File: src/rtl/pong_game_ctrl_if.sv
// Pong game sequencer bus: per-frame inputs from the video/ball side and
// the sequencer's control and status outputs.
interface pong_game_ctrl_if #(
  parameter int SCORE_W = 8
);
  logic               frame_tick;
  logic               start;
  logic [8:0]         ballY;
  logic               paddle_hit;
  logic               ball_en;
  logic               ball_load;
  logic [SCORE_W-1:0] score;
  logic [2:0]         lives;
  logic               game_over;
  logic [2:0]         state;

  // Driver side: supplies frame events and the start button, observes status.
  modport master (
    output frame_tick, start, ballY, paddle_hit,
    input  ball_en, ball_load, score, lives, game_over, state
  );

  // Sequencer side.
  modport slave (
    input  frame_tick, start, ballY, paddle_hit,
    output ball_en, ball_load, score, lives, game_over, state
  );
endinterface

File: src/rtl/pong_game_ctrl.sv
// Pong game sequencer: runs serve / play / miss / game-over, gates the
// per-frame ball update, requests serve reloads, and keeps score and lives.
// All outputs are registers or decodes of the state register.
module pong_game_ctrl #(
  parameter int SERVE_FRAMES = 60,
  parameter int MISS_FRAMES  = 30,
  parameter int LIVES        = 3,
  parameter int MISS_Y       = 470,
  parameter int SCORE_W      = 8
) (
  input  logic             clk,
  input  logic             reset,
  pong_game_ctrl_if.slave  bus
);

  localparam int CNT_MAX = (SERVE_FRAMES > MISS_FRAMES) ? SERVE_FRAMES : MISS_FRAMES;
  localparam int CNT_W   = (CNT_MAX > 1) ? $clog2(CNT_MAX) : 1;

  localparam logic [CNT_W-1:0] SERVE_LAST = CNT_W'(SERVE_FRAMES - 1);
  localparam logic [CNT_W-1:0] MISS_LAST  = CNT_W'(MISS_FRAMES - 1);
  localparam logic [8:0]       MISS_Y_C   = 9'(MISS_Y);
  localparam logic [2:0]       LIVES_C    = 3'(LIVES);

  typedef enum logic [2:0] {
    IDLE  = 3'd0,
    SERVE = 3'd1,
    PLAY  = 3'd2,
    MISS  = 3'd3,
    OVER  = 3'd4
  } state_t;

  state_t             state_q, state_d;
  logic [CNT_W-1:0]   frame_cnt_q, frame_cnt_d;
  logic [SCORE_W-1:0] score_q, score_d;
  logic [2:0]         lives_q, lives_d;
  logic               ball_load_q, ball_load_d;
  logic               start_q;
  logic               start_rise;

  assign start_rise = bus.start & ~start_q;

  // State, counters and the serve-reload pulse register.
  always_ff @(posedge clk or posedge reset) begin
    if (reset) begin
      state_q     <= IDLE;
      frame_cnt_q <= '0;
      score_q     <= '0;
      lives_q     <= LIVES_C;
      ball_load_q <= 1'b0;
      start_q     <= 1'b0;
    end else begin
      state_q     <= state_d;
      frame_cnt_q <= frame_cnt_d;
      score_q     <= score_d;
      lives_q     <= lives_d;
      ball_load_q <= ball_load_d;
      start_q     <= bus.start;
    end
  end

  // Next-state logic; frame_tick only matters in SERVE/PLAY/MISS, so a tick
  // coinciding with a start press in IDLE/OVER is naturally dropped.
  always_comb begin
    state_d     = state_q;
    frame_cnt_d = frame_cnt_q;
    score_d     = score_q;
    lives_d     = lives_q;
    ball_load_d = 1'b0;
    case (state_q)
      IDLE, OVER: begin
        if (start_rise) begin
          state_d     = SERVE;
          score_d     = '0;
          lives_d     = LIVES_C;
          frame_cnt_d = '0;
          ball_load_d = 1'b1;
        end
      end
      SERVE: begin
        if (bus.frame_tick) begin
          if (frame_cnt_q == SERVE_LAST) begin
            state_d     = PLAY;
            frame_cnt_d = '0;
          end else begin
            frame_cnt_d = frame_cnt_q + 1'b1;
          end
        end
      end
      PLAY: begin
        if (bus.frame_tick) begin
          if (bus.ballY >= MISS_Y_C) begin
            state_d     = MISS;
            lives_d     = lives_q - 3'd1;
            frame_cnt_d = '0;
          end else if (bus.paddle_hit && (score_q != '1)) begin
            score_d = score_q + 1'b1;
          end
        end
      end
      MISS: begin
        if (bus.frame_tick) begin
          if (frame_cnt_q == MISS_LAST) begin
            if (lives_q == 3'd0) begin
              state_d = OVER;
            end else begin
              state_d     = SERVE;
              frame_cnt_d = '0;
              ball_load_d = 1'b1;
            end
          end else begin
            frame_cnt_d = frame_cnt_q + 1'b1;
          end
        end
      end
      default: state_d = IDLE;
    endcase
  end

  assign bus.ball_en   = (state_q == PLAY);
  assign bus.game_over = (state_q == OVER);
  assign bus.ball_load = ball_load_q;
  assign bus.score     = score_q;
  assign bus.lives     = lives_q;
  assign bus.state     = state_q;

endmodule

File: src/flat_wrapper.sv
// flat-port wrapper written by rule: the top's interface ports become plain ports
module pong_game_ctrl_flat 
#(
  parameter int SERVE_FRAMES = 60,
  parameter int MISS_FRAMES  = 30,
  parameter int LIVES        = 3,
  parameter int MISS_Y       = 470,
  parameter int SCORE_W      = 8
)
  (clk, reset, bus_frame_tick, bus_start, bus_ballY, bus_paddle_hit, bus_ball_en, bus_ball_load, bus_score, bus_lives, bus_game_over, bus_state);
  pong_game_ctrl_if #(.SCORE_W(SCORE_W)) bus_i ();
  input  logic clk;
  input  logic reset;
  input wire logic [$bits(bus_i.frame_tick)-1:0] bus_frame_tick;
  input wire logic [$bits(bus_i.start)-1:0] bus_start;
  input wire logic [$bits(bus_i.ballY)-1:0] bus_ballY;
  input wire logic [$bits(bus_i.paddle_hit)-1:0] bus_paddle_hit;
  output wire logic [$bits(bus_i.ball_en)-1:0] bus_ball_en;
  output wire logic [$bits(bus_i.ball_load)-1:0] bus_ball_load;
  output wire logic [$bits(bus_i.score)-1:0] bus_score;
  output wire logic [$bits(bus_i.lives)-1:0] bus_lives;
  output wire logic [$bits(bus_i.game_over)-1:0] bus_game_over;
  output wire logic [$bits(bus_i.state)-1:0] bus_state;
  assign bus_i.frame_tick = bus_frame_tick;
  assign bus_i.start = bus_start;
  assign bus_i.ballY = bus_ballY;
  assign bus_i.paddle_hit = bus_paddle_hit;
  assign bus_ball_en = bus_i.ball_en;
  assign bus_ball_load = bus_i.ball_load;
  assign bus_score = bus_i.score;
  assign bus_lives = bus_i.lives;
  assign bus_game_over = bus_i.game_over;
  assign bus_state = bus_i.state;
  pong_game_ctrl #(.SERVE_FRAMES(SERVE_FRAMES), .MISS_FRAMES(MISS_FRAMES), .LIVES(LIVES), .MISS_Y(MISS_Y), .SCORE_W(SCORE_W)) u_core (.clk(clk), .reset(reset), .bus(bus_i));
endmodule
File: config.mk
export PLATFORM = sky130hd
export DESIGN_NAME = pong_game_ctrl_flat
export DESIGN_NICKNAME = d
export VERILOG_FILES = /design/src/rtl/pong_game_ctrl_if.sv /design/src/rtl/pong_game_ctrl.sv /design/src/flat_wrapper.sv
export SDC_FILE = /design/constraint.sdc
export NUM_CORES = 1
export LEC_CHECK = 0
export CORE_MARGIN = 3
export CORE_UTILIZATION = 35
export CTS_BUF_LIST = sky130_fd_sc_hd__clkbuf_4
export DETAILED_ROUTE_END_ITERATION = 8
export PLACE_DENSITY_LB_ADDON = 0.12
export SLEW_MARGIN = 30
export SYNTH_ARGS = -nofsm -noshare
export SYNTH_HDL_FRONTEND = slang
export SYNTH_SLANG_ARGS = --single-unit
File: constraint.sdc
create_clock -name clk -period 2.35 [get_ports clk]
set_input_delay 0.5875 -clock clk [delete_from_list [all_inputs] [get_ports clk]]
set_output_delay 0.5875 -clock clk [all_outputs]
set_load 0.05 [all_outputs]
==> flow_metrics.env <==
export IMPL_drc=0
export IMPL_postCtsHoldBufs=0
export IMPL_ctsRootBufferMaster="clkbuf_4"
export IMPL_leakagePower_nw=0.781
export IMPL_wl_mm=3.36
export IMPL_hold_viol_final=0
export IMPL_cp_cell_sequence="clkdlybuf4s50_1"
export IMPL_grt_usage_pct=16.2
export IMPL_slew_headroom_pct=62.9
export IMPL_synth_edf_count=0
export IMPL_required_ns=1.76
export IMPL_place_port_buffers=29
export IMPL_syn_nets=163
export IMPL_numCtsBuffers=3
export IMPL_yosysSeqAreaShare_pct=40.9
export IMPL_fp_dieH_um=68.2
export IMPL_finish_utilization_pct=51.2
export IMPL_finalClockSkew_ns=0.0113
export IMPL_cts_tree="built"
export IMPL_irDropWorstVdd_v=0.000696
export IMPL_worstPathBufferInverterCount=1
export IMPL_ys_flop_type="dfrtp_1"
export IMPL_core_region_area_um2=3520
export IMPL_fin_crit_sh_pct=96.0
export IMPL_clockBufferDepth=2
export IMPL_synth_seq_cells=22
export IMPL_avgSynthCellArea_um2=9.40
export IMPL_netlist_area_um2=1350
export IMPL_clock_sinks=22
export IMPL_crit_family="buffers and inverters"
export IMPL_drive_gt1_share_pct=19.6
export IMPL_hpwl_mm=2.52
export IMPL_max_freq_ghz=0.443
export IMPL_crit_type="flip-flop to primary output"
export IMPL_area_growth_pct=33.2
export IMPL_drt_iter0_drc=106
export IMPL_rows=21
export IMPL_cp_slowest_cell="clkdlybuf4s50_1"
export IMPL_io_pins=31
export IMPL_post_drt_wl_per_cell_um=14.6
export IMPL_die_width_um=68.2
export IMPL_nets=204
export IMPL_clk_latency_ns=0.31
export IMPL_rsz0062_at_grt="false"
export IMPL_start_util_pct=38.5
export IMPL_power_density_nw_per_um2=1100
export IMPL_grt_max_degree=16
export IMPL_num_vias=1239
export IMPL_setup_viol=0
export IMPL_fill_cells=328
export IMPL_hold_slack_ns=0.508
export IMPL_htreeDepth=1
export IMPL_grt_pass1_vias=1191
export IMPL_ant_nets=0
export IMPL_crit_arrival_ns=1.67
export IMPL_end_kind="primary output"
export IMPL_crit_path_max_fanout=4
export IMPL_max_stage_delay_ns=0.80
export IMPL_diodes=0
export IMPL_clkTransAtPathRegs_ns=0.11
export IMPL_synth_cell_types=46
export IMPL_viasPerCell=5.39
export IMPL_grt_overflow_total=0
export IMPL_drv_slew=0
export IMPL_async_flop_share_pct=100
export IMPL_drv_cap=0
export IMPL_status="finished clean"
export IMPL_hp_class="input pin to async pin"
export IMPL_post_cts_setup_buffers=0
export IMPL_dieArea_um2=4650
export IMPL_fin_crit_ns=2.26
export IMPL_grt_pass1_wl_mm=5.65
export IMPL_antenna_found_initial=0
export IMPL_dr_pass1_iters=4
export IMPL_synth_warnings=0
export IMPL_critPathLaunchType="flip-flop"
export IMPL_synthCells=144
export IMPL_gp_congestion=0.867
export IMPL_tightest_slew_ns=0.553
metrics by stage:
stage / total power, W / cell area (um^2) / cells / setup TNS, ns / setup WS [ns]
after floorplan: 0.00139 / 1360 / 144 / 0 / 0.0450
after global placement: 0.00177 / 1770 / 226 / -0.0207 / -0.0195
after detailed placement: 0.00179 / 1770 / 226 / -0.0565 / -0.0397
after CTS: 0.00199 / 1800 / 230 / 0 / 0.0229
after global routing: 0.00213 / 1800 / 230 / 0 / 0.0250
final: 0.00198 / 1800 / 230 / 0 / 0.0936
routing by layer:
layer | up-vias | GRT usage [%] | wire length, um
li1 | 623 | - | -
met2 | 45 | 25.3 | 1440
met1 | 569 | 22.3 | 1620
met5 | - | 0 | 0
met4 | 0 | 4.47 | 23
met3 | 2 | 3.94 | 276
cells by family after synthesis:
kind of cell | after synthesis | synth area share (%)
multiplexers | 2 | 1.66
buffers and inverters | 19 | 6.47
AO/OA/AOI/OAI | 47 | 25.7
flip-flops | 22 | 40.9
AND/OR/NAND/NOR | 49 | 20.7
adder cells (fa/ha/maj) | 5 | 4.62
worst paths after layout:
kind	startpoint	endpoint	slack [ns]	depth (start not counted)
max in group asynchronous	reset	u_core.frame_cnt_q[1]	1.34	3
max	u_core.bus.lives[0]	bus_lives[0]	0.09	1
min reg2reg	u_core.bus.lives[1]	u_core.bus.lives[1]	0.53	2
min	reset	u_core.bus.lives[2]	0.51	2
min in group clk	u_core.bus.lives[1]	u_core.bus.lives[1]	0.53	2
max reg2reg	u_core.bus.score[0]	u_core.bus.score[1]	0.32	6
cell usage in the layout (no fill, tap or decap), types with 3 or more instances in the layout:
cell type and instances:
clkdlybuf4s50_1 25, dfrtp_1 20, buf_4 15, inv_1 12
nand2_1 12, nand3_1 8, nor2_1 5, o21ai_0 5
ha_1 5, a21oi_1 4, nor3_1 4, o21ai_1 4
nand2b_1 4, o41ai_1 4, o211ai_1 4, clkbuf_4 4
nor3_2 3, o31ai_1 3, or2_2 3, o311ai_0 3
cells in the mapped netlist (3+ instances only):
library cell	number	area [um^2]
inv_1	12	45.0
nor3_1	5	25.0
o21ai_0	5	25.0
ha_1	5	62.6
o211ai_1	4	30.0
o41ai_1	4	35.0
a21oi_1	4	20.0
o311ai_0	3	26.3
o31ai_1	3	22.5
nand3_1	8	40.0
nand2_1	12	45.0
or2_2	3	18.8
o21ai_1	4	20.0
nand2b_1	4	25.0
clkbuf_1	3	11.3
nor2_1	5	18.8
dfrtp_1	20	500
flip-flops by register name, indices dropped and copies added (netlist names):
| name | cells |
|---|---|
| u_core.start_q | 1 |
| u_core.bus.score | 8 |
| u_core.bus.lives | 3 |
| u_core.bus.state | 3 |
| u_core.frame_cnt_q | 6 |
| u_core.bus.ball_load | 1 |
area by class of cell:
| type | instances | area [um^2] | share of cell area (%) |
|---|---|---|---|
| repair buffers | 42 | 395 | 21.9 |
| well taps | 46 | 57.6 | 3.19 |
| inverters | 13 | 48.8 | 2.71 |
| multi-input cells | 103 | 718 | 39.8 |
| clock buffers | 4 | 30.0 | 1.67 |
| flip-flops and latches | 22 | 553 | 30.7 |
power breakdown:
part / total [W] / internal, W / leakage [nW] / switching [W]
clock network: 0.000191 / 0.0000777 / 0.0184 / 0.000113
registers: 0.000625 / 0.000494 / 0.281 / 0.000132
logic: 0.00116 / 0.000463 / 0.482 / 0.000697
total: 0.00198 / 0.00103 / 0.781 / 0.000941
timing repair:
action	in CTS	in global routing
setup endpoints to repair	0	1
resized for setup	0	1
endpoints found under the hold margin	0	0
No activity file was read; power rests on OpenSTA's default activity.
